==> config.mk <==
export PLATFORM = sky130hd
export DESIGN_NAME = mux_scan_pipe
export DESIGN_NICKNAME = d
export VERILOG_FILES = /design/src/rtl/mux_scan_pipe.sv
export SDC_FILE = /design/constraint.sdc
export NUM_CORES = 1
export LEC_CHECK = 0
export ABC_AREA = 1
export BUFFER_PORTS_ARGS = -buffer_cell sky130_fd_sc_hd__buf_2
export CAP_MARGIN = 40
export CORE_ASPECT_RATIO = 1.2
export CORE_UTILIZATION = 40
export DETAILED_ROUTE_END_ITERATION = 8
export PLACE_DENSITY_LB_ADDON = 0.15
export SLEW_MARGIN = 40
export SYNTH_ARGS = -nofsm -noshare
export SYNTH_HDL_FRONTEND = slang
export SYNTH_SLANG_ARGS = --single-unit
export TNS_END_PERCENT = 20
==> constraint.sdc <==
create_clock -name clk -period 6.5 [get_ports clk]
set_clock_uncertainty 0.2 [all_clocks]
set_input_delay 1.3 -clock clk [delete_from_list [all_inputs] [get_ports clk]]
set_output_delay 1.3 -clock clk [all_outputs]
set_load 0.01 [all_outputs]
==> src/rtl/mux_scan_pipe.sv <==
// Registered N:1 channel multiplexer with manual select and round-robin auto-scan.
// Stage 1 holds the channel pointer and dwell counter; stage 2 registers the
// selected data together with the channel tag that produced it.
module mux_scan_pipe #(
    parameter int unsigned N_CH    = 16,
    parameter int unsigned DW      = 8,
    parameter int unsigned DWELL_W = 8,
    parameter int unsigned SEL_W   = $clog2(N_CH)
) (
    input  logic                 clk,
    input  logic                 rst_n,
    input  logic                 en,
    input  logic                 mode,
    input  logic [SEL_W-1:0]     sel,
    input  logic [DWELL_W-1:0]   dwell,
    input  logic [N_CH*DW-1:0]   in_data,
    output logic [DW-1:0]        out_data,
    output logic [SEL_W-1:0]     out_ch,
    output logic                 out_valid,
    output logic                 wrap
);

    // One extra bit so N_CH itself is representable when it is a power of two.
    localparam int unsigned SEL_XW = SEL_W + 1;
    localparam logic [SEL_XW-1:0] N_CH_EXT = SEL_XW'(N_CH);
    localparam logic [SEL_W-1:0]  LAST_CH  = SEL_W'(N_CH - 1);

    logic [SEL_W-1:0]   cur_ch;
    logic [DWELL_W-1:0] cnt;

    logic [SEL_W-1:0]   cur_ch_nxt;
    logic [DWELL_W-1:0] cnt_nxt;
    logic               wrap_nxt;

    logic [DW-1:0]      out_data_nxt;
    logic [SEL_W-1:0]   out_ch_nxt;
    logic               out_valid_nxt;

    logic [DW-1:0]      sel_data_c;
    logic               sel_ok_c;
    logic               at_last_c;
    logic               dwell_done_c;

    // Select the slice addressed by the current (pre-update) channel pointer.
    always_comb begin
        sel_data_c = '0;
        for (int i = 0; i < int'(N_CH); i++) begin
            if (cur_ch == SEL_W'(i)) begin
                sel_data_c = in_data[i*DW +: DW];
            end
        end
    end

    // Qualifiers: manual select in range, pointer on the last channel, dwell expired.
    always_comb begin
        sel_ok_c     = ({1'b0, sel} < N_CH_EXT);
        at_last_c    = (cur_ch == LAST_CH);
        // >= so that shrinking dwell below the running count advances at once.
        dwell_done_c = (cnt >= dwell);
    end

    // Stage 1 next state: channel pointer, dwell counter, wrap pulse.
    always_comb begin
        cur_ch_nxt = cur_ch;
        cnt_nxt    = cnt;
        wrap_nxt   = 1'b0;
        if (en) begin
            if (!mode) begin
                if (sel_ok_c) begin
                    cur_ch_nxt = sel;
                end
                cnt_nxt = '0;
            end else if (dwell_done_c) begin
                cnt_nxt    = '0;
                cur_ch_nxt = at_last_c ? '0 : cur_ch + SEL_W'(1);
                wrap_nxt   = at_last_c;
            end else begin
                cnt_nxt = cnt + DWELL_W'(1);
            end
        end
    end

    // Stage 2 next state: capture data and tag of the current channel.
    always_comb begin
        out_data_nxt  = out_data;
        out_ch_nxt    = out_ch;
        out_valid_nxt = 1'b0;
        if (en) begin
            out_data_nxt  = sel_data_c;
            out_ch_nxt    = cur_ch;
            out_valid_nxt = 1'b1;
        end
    end

    // Stage 1 register.
    always_ff @(posedge clk or negedge rst_n) begin
        if (!rst_n) begin
            cur_ch <= '0;
            cnt    <= '0;
            wrap   <= 1'b0;
        end else begin
            cur_ch <= cur_ch_nxt;
            cnt    <= cnt_nxt;
            wrap   <= wrap_nxt;
        end
    end

    // Stage 2 register.
    always_ff @(posedge clk or negedge rst_n) begin
        if (!rst_n) begin
            out_data  <= '0;
            out_ch    <= '0;
            out_valid <= 1'b0;
        end else begin
            out_data  <= out_data_nxt;
            out_ch    <= out_ch_nxt;
            out_valid <= out_valid_nxt;
        end
    end

endmodule

==> Implementation_results.wiki, run 1 <==
{| class="wikitable"
! Metric !! Value
|-
| Result of the run || complete, no violations
|-
| Global Route Usage Sum || 0.218
|-
| Endpoint arrival time on the critical path || 2.89 ns
|-
| Seq/Total Area, Yosys || 0.220
|-
| Horizontal die dimension || 80.4 um
|-
| Initial drt markers || 123
|-
| Pin slew with the least headroom to its limit || about 0.64 ns
|-
| Area post-placement || approximately 3700 um^2
|-
| Area share of the largest cell type after synthesis || 0.220
|-
| Final period util || 0.452
|-
| Synthesized net count || 662
|-
| Largest net degree at the start of global routing || 28
|-
| Maximum level of the CTS H-tree || 1
|-
| Syn Std Cell Area || 2950 um^2
|-
| Standard-cell row count || 33
|-
| Longest Clk Path Bufs || 2
|-
| Primary FF master, synth || dfrtp_1
|-
| Dpl hpwl || ~6.9 mm
|-
| Placer's final routability congestion estimate || 0.794
|-
| Sequential cell fraction of total power || 0.285
|-
| Post-layout minimum cycle time || between 2 and 3 ns
|-
| Leakage power total || 2.22 nW
|-
| Number of global-route vias before repair || 3224
|-
| CP endpoint kind || flip-flop
|-
| Critical Path Max Stage Delay || 0.53 ns
|-
| Worst min-delay path class || flip-flop to flip-flop
|-
| Remaining antenna violation count after routing || 0
|-
| Number of buffers created by CTS || 3
|-
| Final-report max-slew violation count || 0
|-
| Reg clk slew, reported paths || 0.09 ns
|-
| Count of cells resized by post-cts repair || 0
|-
| # Post-CTS Setup Buffers || 0
|-
| Highest clock frequency the design can meet || roughly 0.34 GHz
|-
| Cell breakdown of the critical path || buf_2, clkinv_1, nor2_1, nand3_1, nor3_1, xnor2_1, nor2_1
|-
| Starting utilization of the core area || 0.423
|-
| Global-route wire length before repair || about 14 mm
|-
| Number of antenna repair diodes || 0
|-
| Area used by sequential logic in the layout || 651 um^2
|-
| Number of instances in the synthesized netlist || slightly above 500
|-
| CP startpoint kind || input pin
|-
| Reported max-cap violation count || 0
|-
| Required time at the worst-slack endpoint || about 6.5 ns
|-
| Vias || 3492
|-
| Number of nets in the final layout || 805
|-
| Post-synth top area cell || dfrtp_1
|-
| Number of clock sinks seen by CTS || 26
|-
| Total of hold buffers inserted after clock tree synthesis || 0
|-
| Overall routed net length || between 8 and 9 mm
|-
| I/O pin cnt || 158
|-
| Core ar. || 6980 um^2
|-
| Most frequent cells after synthesis || nand2_1 (165), nand3_1 (75), nor2_1 (59)
|-
| Final Cell Area || between 3000 and 4000 um^2
|-
| GRT Residual Overflow || 0
|-
| Smallest setup slack after layout || 3.56 ns
|-
| Insertion delay of the later-clocked pin in the worst-skew pair || 0.27 ns
|-
| Internal Power || 0.456 mW
|-
| CTS tree || done
|-
| Ys async rst share || 1.00
|-
| Dominant cell by count in the synthesized netlist || nand2_1
|-
| Register bit total from synthesis || 26
|-
| Post-DR vias/cell || about 4.8
|-
| Initial antenna violation count || 0
|-
| Setup TNS || 0 ns
|-
| Count of cell types in the netlist || 32
|-
| Router iterations before antenna repair || 4
|-
| Largest vdd supply drop || ~0.18 mV
|-
| Setup-violating endpoint count in the final report || 0
|-
| Post-route DRC violation count || 0
|-
| Ratio of total power to cell area || 211 nW/um^2
|-
| Cell with the most instances on the worst path || nor2_1
|-
| Drt wl/cell || around 12 um
|-
| Worst rel slew slack || 0.572
|-
| Critical-path top delay cell || clkinv_1
|-
| Post-synthesis average cell area || 5.85 um^2
|-
| Die area || 7730 um^2
|-
| Setup slack at placement || 3.27 ns
|-
| Number of enable-type register cells in the synthesized netlist || 0
|-
| RSZ-0062 raised after global routing || no
|-
| Number of port buffers || about 160
|-
| Top cells by area in the synthesized netlist || dfrtp_1 (22%), nand2_1 (21%), nand3_1 (13%), nor2_1 (7.5%), inv_1 (6.5%)
|-
| Footprint of the multi-input gates || around 2000 um^2
|-
| Die Y-Extent || between 90 and 100 um
|-
| Psw || between 0.3 and 0.4 mW
|-
| Proportion of power drawn by the clock network || 0.165
|-
| Final-report hold violation count || 0
|-
| Final cell count without fillers || 734
|-
| Type of the setup path with the least slack || input pin to flip-flop
|-
| Final-layout fill cell count || 750
|-
| Fraction of final layout cells with drive strength greater than 1 || 0.320
|-
| Cell chosen for the clock root || clkbuf_8
|-
| Highest fanout seen on the critical path || 27
|-
| Number of warnings reported in the yosys synthesis log || 0
|-
| Switching Fraction || 0.435
|-
| Signed area change from the synthesized netlist to the final layout || 29.4%
|-
| Post-placement cell count || 730
|-
| Logic pwr share || 0.550
|}
[power groups by stage]
stage / logic [mW] / registers, mW / clock network (mW)
4_1_cts: 0.448 / 0.230 / 0.134
3_3_place_gp: 0.437 / 0.231 / 0
3_5_place_dp: 0.446 / 0.231 / 0
5_1_grt: 0.518 / 0.235 / 0.141
6_report: 0.444 / 0.230 / 0.133
2_1_floorplan: 0.299 / 0.237 / 0
[path summary, 6_finish.rpt]
check	from	to	slack [ns]	cells after the start
setup / recovery	en	cnt[7]	3.56	7
hold / removal	out_data[2]	out_data[2]	0.29	2
hold reg to reg	out_data[2]	out_data[2]	0.29	2
setup reg to reg	cur_ch[0]	out_data[4]	3.61	17
max in group asynchronous	rst_n	out_data[6]	4.89	1
min in group asynchronous	rst_n	cnt[0]	0.82	1
[cells in the final DEF, fill, tap and decap left out, types with 3 or more instances in the layout]
master    netlist  final
nor2_1         59     58
nand4_1         4      4
a21oi_1        12     12
o21ai_0        12     12
nand3b_1        6      6
ha_1           13     13
inv_2           5      5
nand2_2         4      4
buf_2           9    157
nor2_2          7      8
or2_2          22     22
clkbuf_8        0      3
nand2_1       165    165
nand3_1        75     75
dfrtp_1        26     26
xor2_1          5      5
o211ai_1        3      3
inv_1          51     51
[metal layers]
metal	part of all wire	GRT usage
met2	0.48	0.400
met1	0.43	0.265
met4	0.024	0.0595
met5	0	0
met3	0.065	0.0275
[registers in the layout, summed over array words and instances (netlist names)]
name and flops:
cnt 8, out_data 8, out_valid 1, cur_ch 4, wrap 1, out_ch 4
[worst max-delay path: cells and delay by family]
kind	cells	cell delay [ns]
XOR/XNOR	1	0.15
buffers and inverters	2	0.68
AND/OR/NAND/NOR	4	0.76
[logic make-up after synthesis]
logic type / share of synthesized area
AND/OR/NAND/NOR: 0.544
XOR/XNOR: 0.0208
AO/OA/AOI/OAI: 0.0508
flip-flops: 0.220
buffers and inverters: 0.109
adder cells (fa/ha/maj): 0.0551
[layout make-up]
class	instances	share of cell area
Tap cell	87	0.0285
Inverter	58	0.0576
Multi-Input combinational cell	402	0.519
Clock inverter	1	0.00786
Sequential cell	26	0.170
Clock buffer	3	0.0108
Timing Repair Buffer	157	0.206
[metrics by stage]
stage	hold slack [ns]	total power [mW]	util
6_report	0.287	0.806	0.547
5_1_grt	0.321	0.895	0.547
4_1_cts	0.288	0.813	0.547
3_5_place_dp	0.264	0.677	0.537
3_3_place_gp	0.264	0.669	0.537
2_1_floorplan	0.301	0.536	-
No activity file was read; power rests on OpenSTA's default activity.
==> run 2: changes to the inputs <==
==> constraint.sdc (replaced) <==
create_clock -name clk -period 2.95 [get_ports clk]
set_clock_uncertainty 0.2 [all_clocks]
set_input_delay 0.59 -clock clk [delete_from_list [all_inputs] [get_ports clk]]
set_output_delay 0.59 -clock clk [all_outputs]
set_load 0.01 [all_outputs]
==> run 2 against run 1 <==
Compared with the run above: sequential share of layout area is 0.34 points lower; core utilization is 1.1 points higher; combinational power is 130% higher; largest cell class unchanged; register-to-register slack worse by 3.2 ns; critical path type is now flip-flop to flip-flop; hold slack worse by 0.17 ns; worst setup slack worse by 3.2 ns; global-route usage is 0.92 points higher.
==> Implementation_results.wiki, run 2 (synthesized netlist as in run 1, its figures left out) <==
{| class="wikitable"
! Metric !! Value
|-
| Ratio of total power to cell area || 467 nW/um^2 (was 211 nW/um^2)
|-
| Starting utilization of the core area || 0.423 (unchanged)
|-
| Global-route wire length before repair || 14.1 mm (was 13.6 mm)
|-
| Pin slew with the least headroom to its limit || 0.598 ns (was 0.639 ns)
|-
| CTS tree || done (unchanged)
|-
| Setup crit end || out_data[1] (was cnt[7])
|-
| RSZ-0062 raised after global routing || no (unchanged)
|-
| Initial drt markers || 64 (was 123)
|-
| Largest vdd supply drop || 0.365 mV (was 0.176 mV)
|-
| Smallest setup slack after layout || 0.401 ns (was 3.56 ns)
|-
| Result of the run || complete, no violations (unchanged)
|-
| Number of port buffers || 157 (unchanged)
|-
| Final-report max-slew violation count || 0 (unchanged)
|-
| Maximum level of the CTS H-tree || 1 (unchanged)
|-
| Post-route DRC violation count || 0 (unchanged)
|-
| Highest fanout seen on the critical path || 9 (was 27)
|-
| Endpoint of the worst register-to-register path || out_data[1] (was out_data[4])
|-
| Reported max-cap violation count || 0 (unchanged)
|-
| Signed area change from the synthesized netlist to the final layout || 32.0% (was 29.4%)
|-
| I/O pin cnt || 158 (unchanged)
|-
| Largest net degree at the start of global routing || 27 (was 28)
|-
| Highest clock frequency the design can meet || 0.392 GHz
|-
| Endpoint arrival time on the critical path || 2.57 ns (was 2.89 ns)
|-
| Number of clock sinks seen by CTS || 26 (unchanged)
|-
| Initial antenna violation count || 0 (unchanged)
|-
| Cell chosen for the clock root || clkbuf_8 (unchanged)
|-
| GRT Residual Overflow || 0 (unchanged)
|-
| Leakage power total || 2.26 nW (was 2.22 nW)
|-
| Standard-cell row count || 33 (unchanged)
|-
| Register-to-Register Path Depth || 20 (was 17)
|-
| Final-layout fill cell count || 755 (was 750)
|-
| Post-route total power || 1.82 mW (was 0.806 mW)
|-
| Placer's final routability congestion estimate || 0.853 (was 0.794)
|-
| Overall routed net length || 9.04 mm (was 8.49 mm)
|-
| Kind of cell adding the most delay to the critical path || simple AND/OR/NAND/NOR gates (unchanged)
|-
| Number of global-route vias before repair || 3322 (was 3224)
|-
| Setup TNS || 0 ns (unchanged)
|-
| Critical path launch point || cur_ch[0] (was en)
|-
| Drt wl/cell || 12.2 um (was 11.6 um)
|-
| Total buffers and inverters traversed by the critical path || 2 (unchanged)
|-
| Longest Clk Path Bufs || 2 (unchanged)
|-
| Footprint of the multi-input gates || 1990 um^2 (was 1980 um^2)
|-
| Post-DR vias/cell || 4.75 (was 4.76)
|-
| Horizontal die dimension || 80.4 um (unchanged)
|-
| Commonest cells after routing, fill and taps aside || nand2_1 (165), buf_2 (157), nand3_1 (75) (unchanged)
|-
| Most common cell after layout, fill and taps aside || nand2_1 (unchanged)
|-
| Remaining antenna violation count after routing || 0 (unchanged)
|-
| Number of stages on the worst setup path || 20 (was 7)
|-
| Number of antenna repair diodes || 0 (unchanged)
|-
| Cell with the most instances on the worst path || nand2_1 (was nor2_1)
|-
| Post-layout minimum cycle time || about 2.5 ns
|-
| Reg clk slew, reported paths || 0.09 ns (about the same)
|-
| Die Y-Extent || 96.1 um (unchanged)
|-
| Type of the setup path with the least slack || flip-flop to flip-flop (was input pin to flip-flop)
|-
| Worst rel slew slack || 0.600 (was 0.572)
|-
| Area used by sequential logic in the layout || 651 um^2 (unchanged)
|-
| Final period util || 0.864
|-
| Number of nets in the final layout || 813 (was 805)
|-
| Required time at the worst-slack endpoint || 2.97 ns (was 6.45 ns)
|-
| Global Route Usage Sum || 0.227 (was 0.218)
|-
| FF-to-FF setup slack || 0.40 ns (was 3.61 ns)
|-
| Core ar. || 6980 um^2 (unchanged)
|-
| Final-report hold violation count || 0 (unchanged)
|-
| Critical Path Max Stage Delay || 0.43 ns (was 0.53 ns)
|-
| Vias || 3523 (was 3492)
|-
| Insertion delay of the later-clocked pin in the worst-skew pair || 0.27 ns (about the same)
|-
| Worst reg2reg path startpoint || cur_ch[0] (unchanged)
|-
| CP startpoint kind || flip-flop (was input pin)
|-
| Die area || 7730 um^2 (unchanged)
|-
| Setup-violating endpoint count in the final report || 0 (unchanged)
|-
| Setup slack at placement || 0.214 ns (was 3.27 ns)
|-
| CP endpoint kind || flip-flop (unchanged)
|-
| Dpl hpwl || 7.30 mm (was 6.92 mm)
|-
| Cell breakdown of the critical path || inv_1, ha_2, inv_1, nor2_4, nand3_1, nand3_1, nand2_1, nand3_1, nand2_1, nand2_1, nand2_1, nand3_1, nand3_1, nand3_1, nand2_1, nand3_1, nand2_1, nand2_1, nand2_1, nand2_1 (was buf_2, clkinv_1, nor2_1, nand3_1, nor3_1, xnor2_1, nor2_1)
|-
| Number of buffers created by CTS || 3 (unchanged)
|-
| Leading registers by flop count || cnt: 8 flops, out_data: 8 flops (unchanged)
|-
| Router iterations before antenna repair || 4 (unchanged)
|-
| Critical-path top delay cell || dfrtp_1 (was clkinv_1)
|-
| Worst min-delay path class || input pin to async pin (was flip-flop to flip-flop)
|-
| Fraction of final layout cells with drive strength greater than 1 || 0.328 (was 0.320)
|}
## run 2: cell count changes in the layout (fill, tap and decap cells not counted)
cell,change
ha_2,+1
buf_12,+1
nor2_4,+1
buf_4,+7
nor2_2,-2
nor2_1,+1
ha_1,-1
## run 2: worst min-delay path by stage
stage	from	to
after CTS	rst_n	out_data[4]
final	rst_n	out_data[3]
after detailed placement	out_data[4]	out_data[4]
after global placement	out_data[5]	out_data[5]
after floorplan	rst_n	cnt[0]
after global routing	rst_n	out_data[4]
## run 2: power by group
part	switching, mW	total [mW]	internal (mW)
Clock	0.117	0.299	0.182
Combinational	0.609	1.02	0.413
Sequential	0.0615	0.498	0.436
Total	0.788	1.82	1.03
## run 2: repair_timing
| action | 4_1_cts | 5_1_grt |
|---|---|---|
| setup endpoints to repair | 0 | 8 |
| hold buffers | 0 | 0 |
| resized for setup | 0 | 2 |
| setup buffers | 0 | 1 |
## run 2: routing by layer
layer,vias up,part of all wire,global-route usage
li1,1877,-,-
met3,10,0.074,0.0360
met2,125,0.50,0.424
met5,-,0,0
met1,1511,0.42,0.272
met4,0,0.0089,0.0446
## run 2: area by class of cell
cell class                      instances  area share
Sequential cell                        26       0.167
Timing Repair Buffer                  165       0.220
Multi-Input combinational cell        402       0.510
Clock buffer                            3      0.0106
Clock inverter                          1     0.00770
Tap cell                               87      0.0279
Inverter                               58      0.0565
## run 2: through the flow
| step | cell area, um^2 | hold WS (ns) | instances | utilization |
|---|---|---|---|---|
| 2_1_floorplan | 2950 | 0.0944 | 505 | - |
| 3_3_place_gp | 3800 | 0.263 | 737 | 0.544 |
| 3_5_place_dp | 3800 | 0.260 | 737 | 0.544 |
| 4_1_cts | 3870 | 0.134 | 741 | 0.555 |
| 5_1_grt | 3900 | 0.151 | 742 | 0.559 |
| 6_report | 3900 | 0.114 | 742 | 0.559 |
## run 2: worst register-to-register path, delay by kind of cell (launching register included)
kind,cells,cell delay [ns]
AND/OR/NAND/NOR,17,1.30
adder cells (fa/ha/maj),1,0.30
buffers and inverters,2,0.27
flip-flops,1,0.43
==> run 3: changes to the inputs <==
--- a/config.mk
+++ b/config.mk
@@ -7,11 +7,11 @@
 export LEC_CHECK = 0
 export ABC_AREA = 1
 export BUFFER_PORTS_ARGS = -buffer_cell sky130_fd_sc_hd__buf_2
-export CAP_MARGIN = 40
 export CORE_ASPECT_RATIO = 1.2
 export CORE_UTILIZATION = 40
 export DETAILED_ROUTE_END_ITERATION = 8
 export PLACE_DENSITY_LB_ADDON = 0.15
+export REMOVE_ABC_BUFFERS = 1
 export SLEW_MARGIN = 40
 export SYNTH_ARGS = -nofsm -noshare
 export SYNTH_HDL_FRONTEND = slang
==> run 3 against run 2 <==
Compared with the run above: clock-buffer cell count did not move; largest cell class unchanged; sequential power barely moved; flip-flop and latch count did not move; critical path type unchanged; largest power group unchanged; worst setup slack got worse by 0.039 ns; critical endpoint is now out_data[6]; power fell by 1.2%; global-route usage fell by 0.82 points; combinational power barely moved; register-to-register slack got worse by 0.04 ns.
==> Implementation_results.wiki, run 3 (synthesized netlist as in run 1, its figures left out) <==
{| class="wikitable"
! Metric !! Value
|-
| Required time at the worst-slack endpoint || 2.91 ns (was 2.97 ns)
|-
| Ratio of total power to cell area || 464 nW/um^2 (was 467 nW/um^2)
|-
| Result of the run || complete, no violations (unchanged)
|-
| Reported max-cap violation count || 0 (unchanged)
|-
| Horizontal die dimension || 80.4 um (unchanged)
|-
| Final period util || 0.877 (was 0.864)
|-
| Number of buffers created by CTS || 3 (unchanged)
|-
| Number of clock sinks seen by CTS || 26 (unchanged)
|-
| Largest net degree at the start of global routing || 27 (unchanged)
|-
| Pin slew with the least headroom to its limit || 0.585 ns (was 0.598 ns)
|-
| Most common cell after layout, fill and taps aside || nand2_1 (unchanged)
|-
| Number of nets in the final layout || 811 (was 813)
|-
| Dpl hpwl || 7.11 mm (was 7.30 mm)
|-
| GRT Residual Overflow || 0 (unchanged)
|-
| Standard-cell row count || 33 (unchanged)
|-
| Core ar. || 6980 um^2 (unchanged)
|-
| Endpoint arrival time on the critical path || 2.55 ns (was 2.57 ns)
|-
| Final hold slack || 0.106 ns (was 0.114 ns)
|-
| CTS tree || done (unchanged)
|-
| Post-layout minimum cycle time || 2.59 ns (was 2.55 ns)
|-
| Initial drt markers || 154 (was 64)
|-
| Post-DR vias/cell || 4.75 (about the same)
|-
| Longest Clk Path Bufs || 2 (unchanged)
|-
| Global Route Usage Sum || 0.219 (was 0.227)
|-
| Worst min-delay path class || input pin to async pin (unchanged)
|-
| Cell chosen for the clock root || clkbuf_8 (unchanged)
|-
| Leading registers by flop count || cnt: 8 flops, out_data: 8 flops (unchanged)
|-
| Number of port buffers || 157 (unchanged)
|-
| Setup-violating endpoint count in the final report || 0 (unchanged)
|-
| RSZ-0062 raised after global routing || no (unchanged)
|-
| Initial antenna violation count || 0 (unchanged)
|-
| Final core occ || 0.555 (was 0.559)
|-
| Global-route wire length before repair || 13.5 mm (was 14.1 mm)
|-
| CP startpoint kind || flip-flop (unchanged)
|-
| Die Y-Extent || 96.1 um (unchanged)
|-
| Worst reg2reg path startpoint || cur_ch[0] (unchanged)
|-
| Leakage power total || 2.25 nW (was 2.26 nW)
|-
| Worst rel slew slack || 0.609 (was 0.600)
|-
| Router iterations before antenna repair || 5 (was 4)
|-
| Post-route DRC violation count || 0 (unchanged)
|-
| Final-report max-slew violation count || 0 (unchanged)
|-
| Maximum level of the CTS H-tree || 1 (unchanged)
|-
| Starting utilization of the core area || 0.423 (unchanged)
|-
| Drt wl/cell || 11.8 um (was 12.2 um)
|-
| Type of the setup path with the least slack || flip-flop to flip-flop (unchanged)
|-
| Largest vdd supply drop || 0.310 mV (was 0.365 mV)
|-
| Number of antenna repair diodes || 0 (unchanged)
|-
| Setup TNS || 0 ns (unchanged)
|-
| Final-report hold violation count || 0 (unchanged)
|-
| I/O pin cnt || 158 (unchanged)
|-
| Highest clock frequency the design can meet || 0.386 GHz (was 0.392 GHz)
|-
| Signed area change from the synthesized netlist to the final layout || 31.1% (was 32.0%)
|-
| Die area || 7730 um^2 (unchanged)
|-
| Fraction of final layout cells with drive strength greater than 1 || 0.328 (about the same)
|-
| Highest fanout seen on the critical path || 16 (was 9)
|-
| Footprint of the multi-input gates || 1990 um^2 (about the same)
|-
| CP endpoint kind || flip-flop (unchanged)
|-
| Commonest cells after routing, fill and taps aside || nand2_1 (165), buf_2 (157), nand3_1 (75) (unchanged)
|-
| Number of global-route vias before repair || 3128 (was 3322)
|-
| Overall routed net length || 8.75 mm (was 9.04 mm)
|-
| Placer's final routability congestion estimate || 0.838 (was 0.853)
|-
| Critical path launch point || cur_ch[0] (unchanged)
|-
| Reg clk slew, reported paths || 0.10 ns (was 0.09 ns)
|-
| Vias || 3514 (was 3523)
|-
| Final-layout fill cell count || 745 (was 755)
|-
| Remaining antenna violation count after routing || 0 (unchanged)
|-
| Insertion delay of the later-clocked pin in the worst-skew pair || 0.27 ns (about the same)
|-
| Area used by sequential logic in the layout || 651 um^2 (unchanged)
|}
## run 3: cell types whose count changed in the layout (fill, tap and decap cells not counted)
cell	delta
buf_12	-1
ha_2	+1
buf_4	-1
ha_1	-1
## run 3: stage by stage
stage	area, um^2	power (mW)	setup slack (ns)	std cells
2_1_floorplan	2850	1.15	0.592	486
3_3_place_gp	3790	1.49	0.261	736
3_5_place_dp	3790	1.51	0.214	736
4_1_cts	3860	1.80	0.176	740
5_1_grt	3870	1.98	0.0181	740
6_report	3870	1.80	0.362	740
## run 3: cell type report
class                   count  area share
multi-input cells         402       0.514
repair buffers            163       0.215
flip-flops and latches     26       0.168
inverters                  58      0.0569
well taps                  87      0.0281
clock buffers               3      0.0107
clock inverters             1     0.00775
## run 3: final timing paths
check,to,slack (ns),depth (start not counted)
hold / removal,out_data[2],0.11,1
max in group asynchronous,out_valid,2.06,1
min in group clk,out_data[0],0.28,2
setup reg to reg,out_data[6],0.36,17
hold reg to reg,out_data[0],0.28,2
setup / recovery,out_data[6],0.36,17
## run 3: metal layers
metal	GRT usage	routed length [um]
met1	0.269	3750
met2	0.404	4290
met4	0.0461	53
met5	0	0
met3	0.0275	652
## run 3: critical path, stage by stage, from the launching register on
cell and delay [ns]:
dfrtp_1 0.45, inv_1 0.15, ha_1 0.19, inv_1 0.10, nor3_4 0.48, nor2_1 0.10
nand2_1 0.09, nand2_1 0.05, nand2_1 0.06, nand3_1 0.08, nand3_1 0.10, nand3_1 0.07
nand2_1 0.07, nand3_1 0.06, nand2_1 0.07, nand2_1 0.04, nand2_1 0.05, nand2_1 0.05
## run 3: what timing repair did
item | 4_1_cts | 5_1_grt
endpoints found under the setup margin | 0 | 8
resized for setup | 0 | 3
hold buffers | 0 | 0
buffers inserted | 0 | 0
## run 3: power by group
group          switching, mW  internal [mW]  leakage [nW]
registers             0.0585          0.436         0.334
logic                  0.601          0.404          1.88
clock network          0.114          0.182        0.0357
total                  0.774           1.02          2.25
